===== config.mk =====
export PLATFORM = sky130hd
export DESIGN_NAME = ifu_wide_flat
export DESIGN_NICKNAME = d
export VERILOG_FILES = /design/src/rtl/ifu_wide_pkg.sv /design/src/rtl/ifu_wide_if.sv /design/src/rtl/ifu_wide_fifo.sv /design/src/rtl/ifu_wide_predecode.sv /design/src/rtl/ifu_wide.sv /design/src/flat_wrapper.sv
export SDC_FILE = /design/constraint.sdc
export NUM_CORES = 2
export LEC_CHECK = 0
export CORE_ASPECT_RATIO = 0.7
export CORE_MARGIN = 2
export CORE_UTILIZATION = 30
export CTS_BUF_LIST = sky130_fd_sc_hd__clkbuf_4
export DETAILED_ROUTE_END_ITERATION = 16
export SYNTH_ARGS = -nofsm -noshare
export SYNTH_HDL_FRONTEND = slang
export SYNTH_HIERARCHICAL = 1
export SYNTH_SLANG_ARGS = --single-unit

===== constraint.sdc =====
create_clock -name clk -period 21.1 [get_ports clk]
set_clock_uncertainty 0.2 [all_clocks]
set_input_delay 2.11 -clock clk [delete_from_list [all_inputs] [get_ports clk]]
set_output_delay 2.11 -clock clk [all_outputs]
set_load 0.05 [all_outputs]

===== src/rtl/ifu_wide_pkg.sv =====
// Shared types for the wide fetch unit: fetch entries, packets, miss FSM.
// Width parameters live here because the packet structs depend on them.
package ifu_wide_pkg;
    localparam int ADDR_WIDTH  = 32;
    localparam int INSTR_WIDTH = 32;
    localparam int BLOCK_BITS  = 64;
    localparam int FETCH_WIDTH = 2;
    localparam int IPB         = BLOCK_BITS / INSTR_WIDTH;
    localparam int OFF_W       = $clog2(IPB);
    localparam int BLK_OFF_W   = $clog2(BLOCK_BITS / 8);

    localparam logic [6:0] OP_JAL    = 7'b1101111;
    localparam logic [6:0] OP_BRANCH = 7'b1100011;

    typedef logic [ADDR_WIDTH-1:0]  addr_t;
    typedef logic [INSTR_WIDTH-1:0] instr_t;
    typedef logic [BLOCK_BITS-1:0]  block_t;

    typedef struct packed {
        instr_t instr;
        addr_t  pc;
        logic   is_cond_br;
        logic   br_dir_pred;
        addr_t  br_target_pred;
    } ififo_entry_t;

    typedef struct packed {
        ififo_entry_t [FETCH_WIDTH-1:0] slot;
        logic [FETCH_WIDTH-1:0]         mask;
    } fetch_pkt_t;

    localparam int PKT_W = $bits(fetch_pkt_t);

    typedef enum logic [1:0] {IDLE, REQ, WAIT, DRAIN} fsm_t;
endpackage


===== src/rtl/ifu_wide_if.sv =====
// Bus bundles around the fetch unit: I$ lookup/refill, DRAM miss port,
// and the packet handshake towards dispatch.
interface ifu_icache_if;
    import ifu_wide_pkg::*;
    addr_t  icache_addr;
    logic   icache_hit;
    block_t icache_block;
    logic   icache_we;
    addr_t  icache_waddr;
    block_t icache_wdata;
    modport master (
        output icache_addr, icache_we, icache_waddr, icache_wdata,
        input  icache_hit, icache_block
    );
    modport slave (
        input  icache_addr, icache_we, icache_waddr, icache_wdata,
        output icache_hit, icache_block
    );
endinterface

interface ifu_dram_if;
    import ifu_wide_pkg::*;
    logic   dram_req_valid;
    logic   dram_req_ready;
    addr_t  dram_req_addr;
    logic   dram_resp_valid;
    block_t dram_resp_data;
    modport master (
        output dram_req_valid, dram_req_addr,
        input  dram_req_ready, dram_resp_valid, dram_resp_data
    );
    modport slave (
        input  dram_req_valid, dram_req_addr,
        output dram_req_ready, dram_resp_valid, dram_resp_data
    );
endinterface

interface ifu_pkt_if;
    import ifu_wide_pkg::*;
    logic       pkt_valid;
    logic       pkt_ready;
    fetch_pkt_t pkt_data;
    modport master (output pkt_valid, pkt_data, input pkt_ready);
    modport slave  (input pkt_valid, pkt_data, output pkt_ready);
endinterface


===== src/rtl/ifu_wide_fifo.sv =====
// Circular packet queue; flush empties it, full blocks enqueue outright
// and a fresh entry only becomes visible at the output a cycle later.
module fifo #(
    parameter int ENTRY_WIDTH = 8,
    parameter int N_ENTRIES   = 8
) (
    input  logic                   clk,
    input  logic                   rst_aL,
    input  logic                   flush,
    input  logic                   enq,
    input  logic [ENTRY_WIDTH-1:0] enq_data,
    output logic                   full,
    input  logic                   deq,
    output logic                   valid,
    output logic [ENTRY_WIDTH-1:0] deq_data
);
    localparam int PW = $clog2(N_ENTRIES);

    logic [ENTRY_WIDTH-1:0] mem [N_ENTRIES];
    logic [PW-1:0]          wr_ptr;
    logic [PW-1:0]          rd_ptr;
    logic [PW:0]            count;
    logic                   do_enq;
    logic                   do_deq;

    assign full     = count == (PW+1)'(N_ENTRIES);
    assign valid    = count != '0;
    assign deq_data = mem[rd_ptr];
    assign do_enq   = enq & ~full;
    assign do_deq   = deq & valid;

    always_ff @(posedge clk or negedge rst_aL) begin
        if (!rst_aL) begin
            wr_ptr <= '0;
            rd_ptr <= '0;
            count  <= '0;
        end else if (flush) begin
            wr_ptr <= '0;
            rd_ptr <= '0;
            count  <= '0;
        end else begin
            if (do_enq) wr_ptr <= wr_ptr + 1'b1;
            if (do_deq) rd_ptr <= rd_ptr + 1'b1;
            count <= count + (PW+1)'(do_enq) - (PW+1)'(do_deq);
        end
    end

    always_ff @(posedge clk) begin
        if (do_enq && !flush) mem[wr_ptr] <= enq_data;
    end
endmodule


===== src/rtl/ifu_wide_predecode.sv =====
// One fetch slot: spots JAL / conditional branches and forms the
// static (backward-taken) prediction and its target.
module ifu_predecode
    import ifu_wide_pkg::*;
(
    input  instr_t instr,
    input  addr_t  pc,
    output logic   is_cond_br,
    output logic   taken,
    output addr_t  target
);
    logic  is_jal;
    addr_t imm_j;
    addr_t imm_b;

    assign is_jal     = instr[6:0] == OP_JAL;
    assign is_cond_br = instr[6:0] == OP_BRANCH;

    assign imm_j = {{(ADDR_WIDTH-20){instr[31]}}, instr[19:12],
                    instr[20], instr[30:21], 1'b0};
    assign imm_b = {{(ADDR_WIDTH-12){instr[31]}}, instr[7],
                    instr[30:25], instr[11:8], 1'b0};

    assign taken  = is_jal | (is_cond_br & instr[31]);
    assign target = pc + (is_jal ? imm_j : imm_b);
endmodule


===== src/rtl/ifu_wide.sv =====
// Multi-issue fetch: PC, slot masking with static prediction, I$ miss
// handling towards DRAM, and the packet FIFO feeding dispatch.
module ifu_wide
    import ifu_wide_pkg::*;
#(
    parameter int    FIFO_DEPTH = 8,
    parameter addr_t RESET_PC   = '0
) (
    input  logic  clk,
    input  logic  rst_aL,
    input  addr_t recovery_PC,
    input  logic  recovery_PC_valid,
    input  logic  backend_stall,
    ifu_icache_if.master ic,
    ifu_dram_if.master   dram,
    ifu_pkt_if.master    pkt
);
    fsm_t   state;
    addr_t  pc;
    addr_t  req_addr;
    addr_t  npc;
    block_t wdata;
    logic   req_valid;
    logic   we;
    logic   fifo_full;
    logic   fire;
    logic   stop;

    logic [OFF_W-1:0]       off;
    instr_t                 blk_words [IPB];
    logic [OFF_W-1:0]       slot_idx  [FETCH_WIDTH];
    instr_t                 slot_instr [FETCH_WIDTH];
    addr_t                  slot_pc   [FETCH_WIDTH];
    addr_t                  slot_tgt  [FETCH_WIDTH];
    logic [FETCH_WIDTH-1:0] in_blk;
    logic [FETCH_WIDTH-1:0] is_br;
    logic [FETCH_WIDTH-1:0] taken;
    logic [FETCH_WIDTH-1:0] mask;
    fetch_pkt_t             pkt_in;

    assign off = pc[2 +: OFF_W];

    for (genvar w = 0; w < IPB; w++) begin : g_word
        assign blk_words[w] = ic.icache_block[w*INSTR_WIDTH +: INSTR_WIDTH];
    end

    for (genvar i = 0; i < FETCH_WIDTH; i++) begin : g_slot
        assign slot_pc[i]    = pc + addr_t'(4 * i);
        assign slot_idx[i]   = off + OFF_W'(i);
        assign in_blk[i]     = ({1'b0, off} + (OFF_W+1)'(i)) < (OFF_W+1)'(IPB);
        assign slot_instr[i] = blk_words[slot_idx[i]];
        ifu_predecode u_pd (
            .instr      (slot_instr[i]),
            .pc         (slot_pc[i]),
            .is_cond_br (is_br[i]),
            .taken      (taken[i]),
            .target     (slot_tgt[i])
        );
    end

    // Slots past the block end or after a predicted-taken slot are dropped
    always_comb begin
        stop   = 1'b0;
        npc    = pc;
        mask   = '0;
        pkt_in = '0;
        for (int i = 0; i < FETCH_WIDTH; i++) begin
            if (in_blk[i] && !stop) begin
                mask[i] = 1'b1;
                stop    = taken[i];
                npc     = taken[i] ? slot_tgt[i] : slot_pc[i] + addr_t'(4);
                pkt_in.slot[i].instr          = slot_instr[i];
                pkt_in.slot[i].pc             = slot_pc[i];
                pkt_in.slot[i].is_cond_br     = is_br[i];
                pkt_in.slot[i].br_dir_pred    = taken[i];
                pkt_in.slot[i].br_target_pred = npc;
            end
        end
        pkt_in.mask = mask;
    end

    // The refill write lands at the end of the we cycle, so that lookup is ignored
    assign fire = (state == IDLE) & ~we & ic.icache_hit & ~fifo_full
                & ~backend_stall & ~recovery_PC_valid;

    always_ff @(posedge clk or negedge rst_aL) begin
        if (!rst_aL) begin
            state     <= IDLE;
            pc        <= RESET_PC;
            req_valid <= 1'b0;
            req_addr  <= '0;
            we        <= 1'b0;
            wdata     <= '0;
        end else begin
            we <= 1'b0;
            if (recovery_PC_valid) pc <= recovery_PC;
            else if (fire)         pc <= npc;
            if ((state == WAIT || state == DRAIN) && dram.dram_resp_valid) begin
                we    <= 1'b1;
                wdata <= dram.dram_resp_data;
                state <= IDLE;
            end else begin
                unique case (state)
                    IDLE: begin
                        if (!recovery_PC_valid && !we && !ic.icache_hit) begin
                            state     <= REQ;
                            req_valid <= 1'b1;
                            req_addr  <= {pc[ADDR_WIDTH-1:BLK_OFF_W], BLK_OFF_W'(0)};
                        end
                    end
                    REQ: begin
                        if (dram.dram_req_ready) begin
                            req_valid <= 1'b0;
                            state     <= recovery_PC_valid ? DRAIN : WAIT;
                        end else if (recovery_PC_valid) begin
                            req_valid <= 1'b0;
                            state     <= IDLE;
                        end
                    end
                    WAIT: begin
                        if (recovery_PC_valid) state <= DRAIN;
                    end
                    DRAIN: ;
                    default: state <= IDLE;
                endcase
            end
        end
    end

    assign ic.icache_addr    = pc;
    assign ic.icache_we      = we;
    assign ic.icache_waddr   = req_addr;
    assign ic.icache_wdata   = wdata;
    assign dram.dram_req_valid = req_valid;
    assign dram.dram_req_addr  = req_addr;

    fifo #(
        .ENTRY_WIDTH (PKT_W),
        .N_ENTRIES   (FIFO_DEPTH)
    ) u_fifo (
        .clk      (clk),
        .rst_aL   (rst_aL),
        .flush    (recovery_PC_valid),
        .enq      (fire),
        .enq_data (pkt_in),
        .full     (fifo_full),
        .deq      (pkt.pkt_ready),
        .valid    (pkt.pkt_valid),
        .deq_data (pkt.pkt_data)
    );
endmodule


===== src/flat_wrapper.sv =====
// flat-port wrapper written by rule: the top's interface ports become plain ports
module ifu_wide_flat import ifu_wide_pkg::*;
#(
    parameter int    FIFO_DEPTH = 8,
    parameter addr_t RESET_PC   = '0
)
  (clk, rst_aL, recovery_PC, recovery_PC_valid, backend_stall, ic_icache_addr, ic_icache_we, ic_icache_waddr, ic_icache_wdata, ic_icache_hit, ic_icache_block, dram_dram_req_valid, dram_dram_req_addr, dram_dram_req_ready, dram_dram_resp_valid, dram_dram_resp_data, pkt_pkt_valid, pkt_pkt_data, pkt_pkt_ready);
  ifu_icache_if ic_i ();
  ifu_dram_if dram_i ();
  ifu_pkt_if pkt_i ();
  input  logic clk;
  input  logic rst_aL;
  input  addr_t recovery_PC;
  input  logic recovery_PC_valid;
  input  logic backend_stall;
  output wire logic [$bits(ic_i.icache_addr)-1:0] ic_icache_addr;
  output wire logic [$bits(ic_i.icache_we)-1:0] ic_icache_we;
  output wire logic [$bits(ic_i.icache_waddr)-1:0] ic_icache_waddr;
  output wire logic [$bits(ic_i.icache_wdata)-1:0] ic_icache_wdata;
  input wire logic [$bits(ic_i.icache_hit)-1:0] ic_icache_hit;
  input wire logic [$bits(ic_i.icache_block)-1:0] ic_icache_block;
  output wire logic [$bits(dram_i.dram_req_valid)-1:0] dram_dram_req_valid;
  output wire logic [$bits(dram_i.dram_req_addr)-1:0] dram_dram_req_addr;
  input wire logic [$bits(dram_i.dram_req_ready)-1:0] dram_dram_req_ready;
  input wire logic [$bits(dram_i.dram_resp_valid)-1:0] dram_dram_resp_valid;
  input wire logic [$bits(dram_i.dram_resp_data)-1:0] dram_dram_resp_data;
  output wire logic [$bits(pkt_i.pkt_valid)-1:0] pkt_pkt_valid;
  output wire logic [$bits(pkt_i.pkt_data)-1:0] pkt_pkt_data;
  input wire logic [$bits(pkt_i.pkt_ready)-1:0] pkt_pkt_ready;
  assign ic_icache_addr = ic_i.icache_addr;
  assign ic_icache_we = ic_i.icache_we;
  assign ic_icache_waddr = ic_i.icache_waddr;
  assign ic_icache_wdata = ic_i.icache_wdata;
  assign ic_i.icache_hit = ic_icache_hit;
  assign ic_i.icache_block = ic_icache_block;
  assign dram_dram_req_valid = dram_i.dram_req_valid;
  assign dram_dram_req_addr = dram_i.dram_req_addr;
  assign dram_i.dram_req_ready = dram_dram_req_ready;
  assign dram_i.dram_resp_valid = dram_dram_resp_valid;
  assign dram_i.dram_resp_data = dram_dram_resp_data;
  assign pkt_pkt_valid = pkt_i.pkt_valid;
  assign pkt_pkt_data = pkt_i.pkt_data;
  assign pkt_i.pkt_ready = pkt_pkt_ready;
  ifu_wide #(.FIFO_DEPTH(FIFO_DEPTH), .RESET_PC(RESET_PC)) u_core (.clk(clk), .rst_aL(rst_aL), .recovery_PC(recovery_PC), .recovery_PC_valid(recovery_PC_valid), .backend_stall(backend_stall), .ic(ic_i), .dram(dram_i), .pkt(pkt_i));
endmodule

==> impl_metrics.toml <==
[run_status]
result_of_the_run = "finished, final reports clean"

[clock_tree]
cts_max_level = 5
clock_tree.buffer_depth = 4
cts_resized = 0
cts_num_sinks = 1723
clk_root_buffer_cell = "clkbuf_4"
cts-buffers-inserted = 410
clock_tree_from_tritoncts = "done"
worst_setup_hold_path_clk_slew_ns = 0.07
cts-hold-fix-buffers = 0
worstSkewPairLatency_ns = 1.19
cts_setup_buffers = 0

[yosys]
synth_seq_cells = 1723
yosysSeqAreaShare_pct = 69.45
yosys.cell_types.count = 103
mappedNetlistArea_sq_um = 73500
asyncSetResetFlopFracSynth_pct = 8.067
synth_enable_flop_cells = 1584
yosysWarnings = 6
post_synth_top_flop = "edfxtp_1"
syn_avg_cell_area_sq_um = 18.17
synthesis.instances = 4045

[detailed_routing]
detailroute.via_count = 41310
drt-vias-per-instance = 4.945
drt_pre_antenna_iters = 5
drc = 0
drt-initial-drc-count = 3780
detail-route-antenna-nets = 0
wl_per_cell_um = 26.14
drt_wl_total_mm = 218.3

[placed_design]
io_buffers = 522
placement.cell_area_sq_um = 82150
gp_congestion = 0.8897
dp_hpwl_mm = 141.0

[critical_path]
worst-endpoint-required_ns = 18.79
timing.critical_path.slowest_stage_cell = "dfrtp_4"
crit_path_start_kind = "flip-flop"
criticalPathCategory = "reg2out"
timing.critical_path.to_type = "output pin"
cp_common_cell = "buf_4"
worst_path_largest_cell_delay_ns = 0.98
cp.arrival_ns = 6.23
worst-path-max-fanout = 63
crit_chain = "buf_4 > buf_4 > buf_4 > mux4_2 > mux2_2 > clkdlybuf4s50_1"

[pwr]
power.leakage_nw = 28.75
power.ir.vdd_worst_v = 0.0001091
power-per-cell-area_nw_per_um2 = 114.0

[global_routing]
vias_in_the_first_global_route = 42000
grt-ovfl-total = 0
grt_antenna_before_repair = 31
largest_net_degree_at_the_start_of_global_routing = 131
groute.usage.overall_pct = 17.20
grt_pass1_wl_mm = 307.9

[final_layout]
design_area_sq_um = 87380
drive_gt1_share_pct = 30.08
nFillCells = 22760
nets = 5073
layout-area-overhead-vs-synth_pct = 18.90

[sta]
finalHoldViolCount = 0
slew_at_the_pin_closest_to_its_max_slew_limit_ns = 1.294
max_freq_mhz = 117.1
layout_worst_path_cycle_share_pct = 40.48
setup_tns_ns = 0
max-slew-margin-rel_pct = 13.57
grt_setup_unrepaired = "false"
final_setup_violations = 0
final_max_slew_viols = 0
min_period_ns = 8.542

[floorplanning]
die_area_sq_um = 249000
core.rowCount = 151
io_pins = 529
coreArea_sq_um = 242800
die_height_um = 418.1
floorplan.initialDensity_pct = 30.27
chipWidth_um = 595.6

[run]
maxCapViolations = 0

[hold_path]
timing.hold.worst.class = "reg2reg"
synth_stat cells (37+ instances only):
cell / n / share of area, %
buf_4: 70 / 0.72
buf_6: 38 / 0.58
nand3_1: 37 / 0.25
dfrtp_1: 139 / 4.7
edfxtp_1: 1584 / 65
ha_1: 81 / 1.4
mux4_2: 396 / 12
buf_2: 51 / 0.35
and2_1: 59 / 0.50
mux2_2: 334 / 5.1
nand2_1: 317 / 1.6
a21oi_1: 114 / 0.78
xor2_1: 38 / 0.45
clkbuf_1: 102 / 0.52
nor2_1: 104 / 0.53
o21ai_0: 63 / 0.43
xnor2_1: 64 / 0.76
inv_1: 62 / 0.32
a21o_1: 42 / 0.43
registers in the layout, summed over array words and instances (netlist names):
name / flops
u_core/state: 2
u_core/u_fifo/rd_ptr: 3
u_core/ic.icache_wdata: 64
u_core/u_fifo/count: 4
u_core/ic.icache_addr: 32
u_core/dram.dram_req_addr: 29
u_core/dram.dram_req_valid: 1
u_core/u_fifo/wr_ptr: 3
u_core/u_fifo/mem: 1584
u_core/ic.icache_we: 1
worst max-delay path: cells and delay by family, from the launching register on:
family	cells	cell delay [ns]
multiplexers	2	0.77
flip-flops	1	0.98
buffers and inverters	4	3.11
report_power, final:
group	internal, W	switching (W)
clock network	0.00140	0.00132
registers	0.00399	0.000128
logic	0.00106	0.00207
total	0.00644	0.00352
area by class of cell:
cell class	instances	area, sq um	area share, %
diodes	15	37.54	0.04296
repair buffers	625	6122	7.006
inverters	64	241.5	0.2764
flip-flops and latches	1723	51060	58.43
multi-input cells	1997	20710	23.70
clock inverters	111	644.4	0.7374
clock buffers	606	4549	5.206
well taps	3213	4020	4.601
layer usage:
layer  share of wire [%]  vias to the layer above  track usage, %
met5               0.035                        -               0
met3                 7.8                      313           4.381
met2                  48                     1705           27.75
met1                  42                    21410           22.55
met4                 2.8                       12           5.882
li1                    -                    17870               -
per-stage QoR:
step	hold slack, ns	std cells	worst slack, ns	utilization, %	power [W]
2_1_floorplan	0.3001	4057	2.758	-	0.006225
3_3_place_gp	0.2622	7622	12.85	33.84	0.007328
3_5_place_dp	0.2623	7622	12.80	33.84	0.007341
4_1_cts	0.2771	8339	12.25	35.98	0.01010
5_1_grt	0.2961	8346	12.01	35.98	0.01042
6_report	0.2747	8354	12.56	35.99	0.009966
path summary, 6_finish.rpt:
path                                                 start                          to  slack [ns]  cells after the start
worst min register to register  u_core/ic.icache_wdata[44]  u_core/ic.icache_wdata[44]        0.27                      2
max in group asynchronous                           rst_aL  u_core/ic.icache_wdata[18]       18.27                      2
worst max register to register             u_core/state[0]   u_core/u_fifo/mem[4][166]       13.89                     13
worst max-delay path               u_core/u_fifo/rd_ptr[2]           pkt_pkt_data[157]       12.56                      6
worst min-delay path            u_core/ic.icache_wdata[44]  u_core/ic.icache_wdata[44]        0.27                      2
min in group asynchronous                           rst_aL  u_core/ic.icache_wdata[13]        0.84                      1
layout by cell type, fill, tap and decap left out, drive strengths merged, types with 42 or more instances in the layout:
| cell | synthesis | layout |
|---|---|---|
| edfxtp | 1584 | 1584 |
| a21o | 42 | 42 |
| xnor2 | 67 | 67 |
| nand2 | 318 | 318 |
| o21ai | 74 | 74 |
| a21oi | 117 | 117 |
| nor2 | 105 | 105 |
| inv | 62 | 70 |
| mux4 | 396 | 396 |
| mux2 | 334 | 334 |
| clkinv | 2 | 94 |
| ha | 81 | 81 |
| dfrtp | 139 | 139 |
| clkdlybuf4s50 | 0 | 520 |
| buf | 169 | 105 |
| and2 | 60 | 60 |
| clkbuf | 104 | 606 |
cells by family (layout without fill, tap and decap cells):
| logic type | after synthesis | count (layout) | synth area share [%] |
|---|---|---|---|
| AO/OA/AOI/OAI | 368 | 368 | 3.362 |
| XOR/XNOR | 105 | 105 | 1.297 |
| adder cells (fa/ha/maj) | 84 | 84 | 1.461 |
| buffers and inverters | 337 | 1406 | 2.557 |
| flip-flops | 1723 | 1723 | 69.45 |
| multiplexers | 737 | 737 | 17.35 |
| other | 2 | 29 | 0.01022 |
| AND/OR/NAND/NOR | 689 | 689 | 4.513 |
No activity file was read; power rests on OpenSTA's default activity.
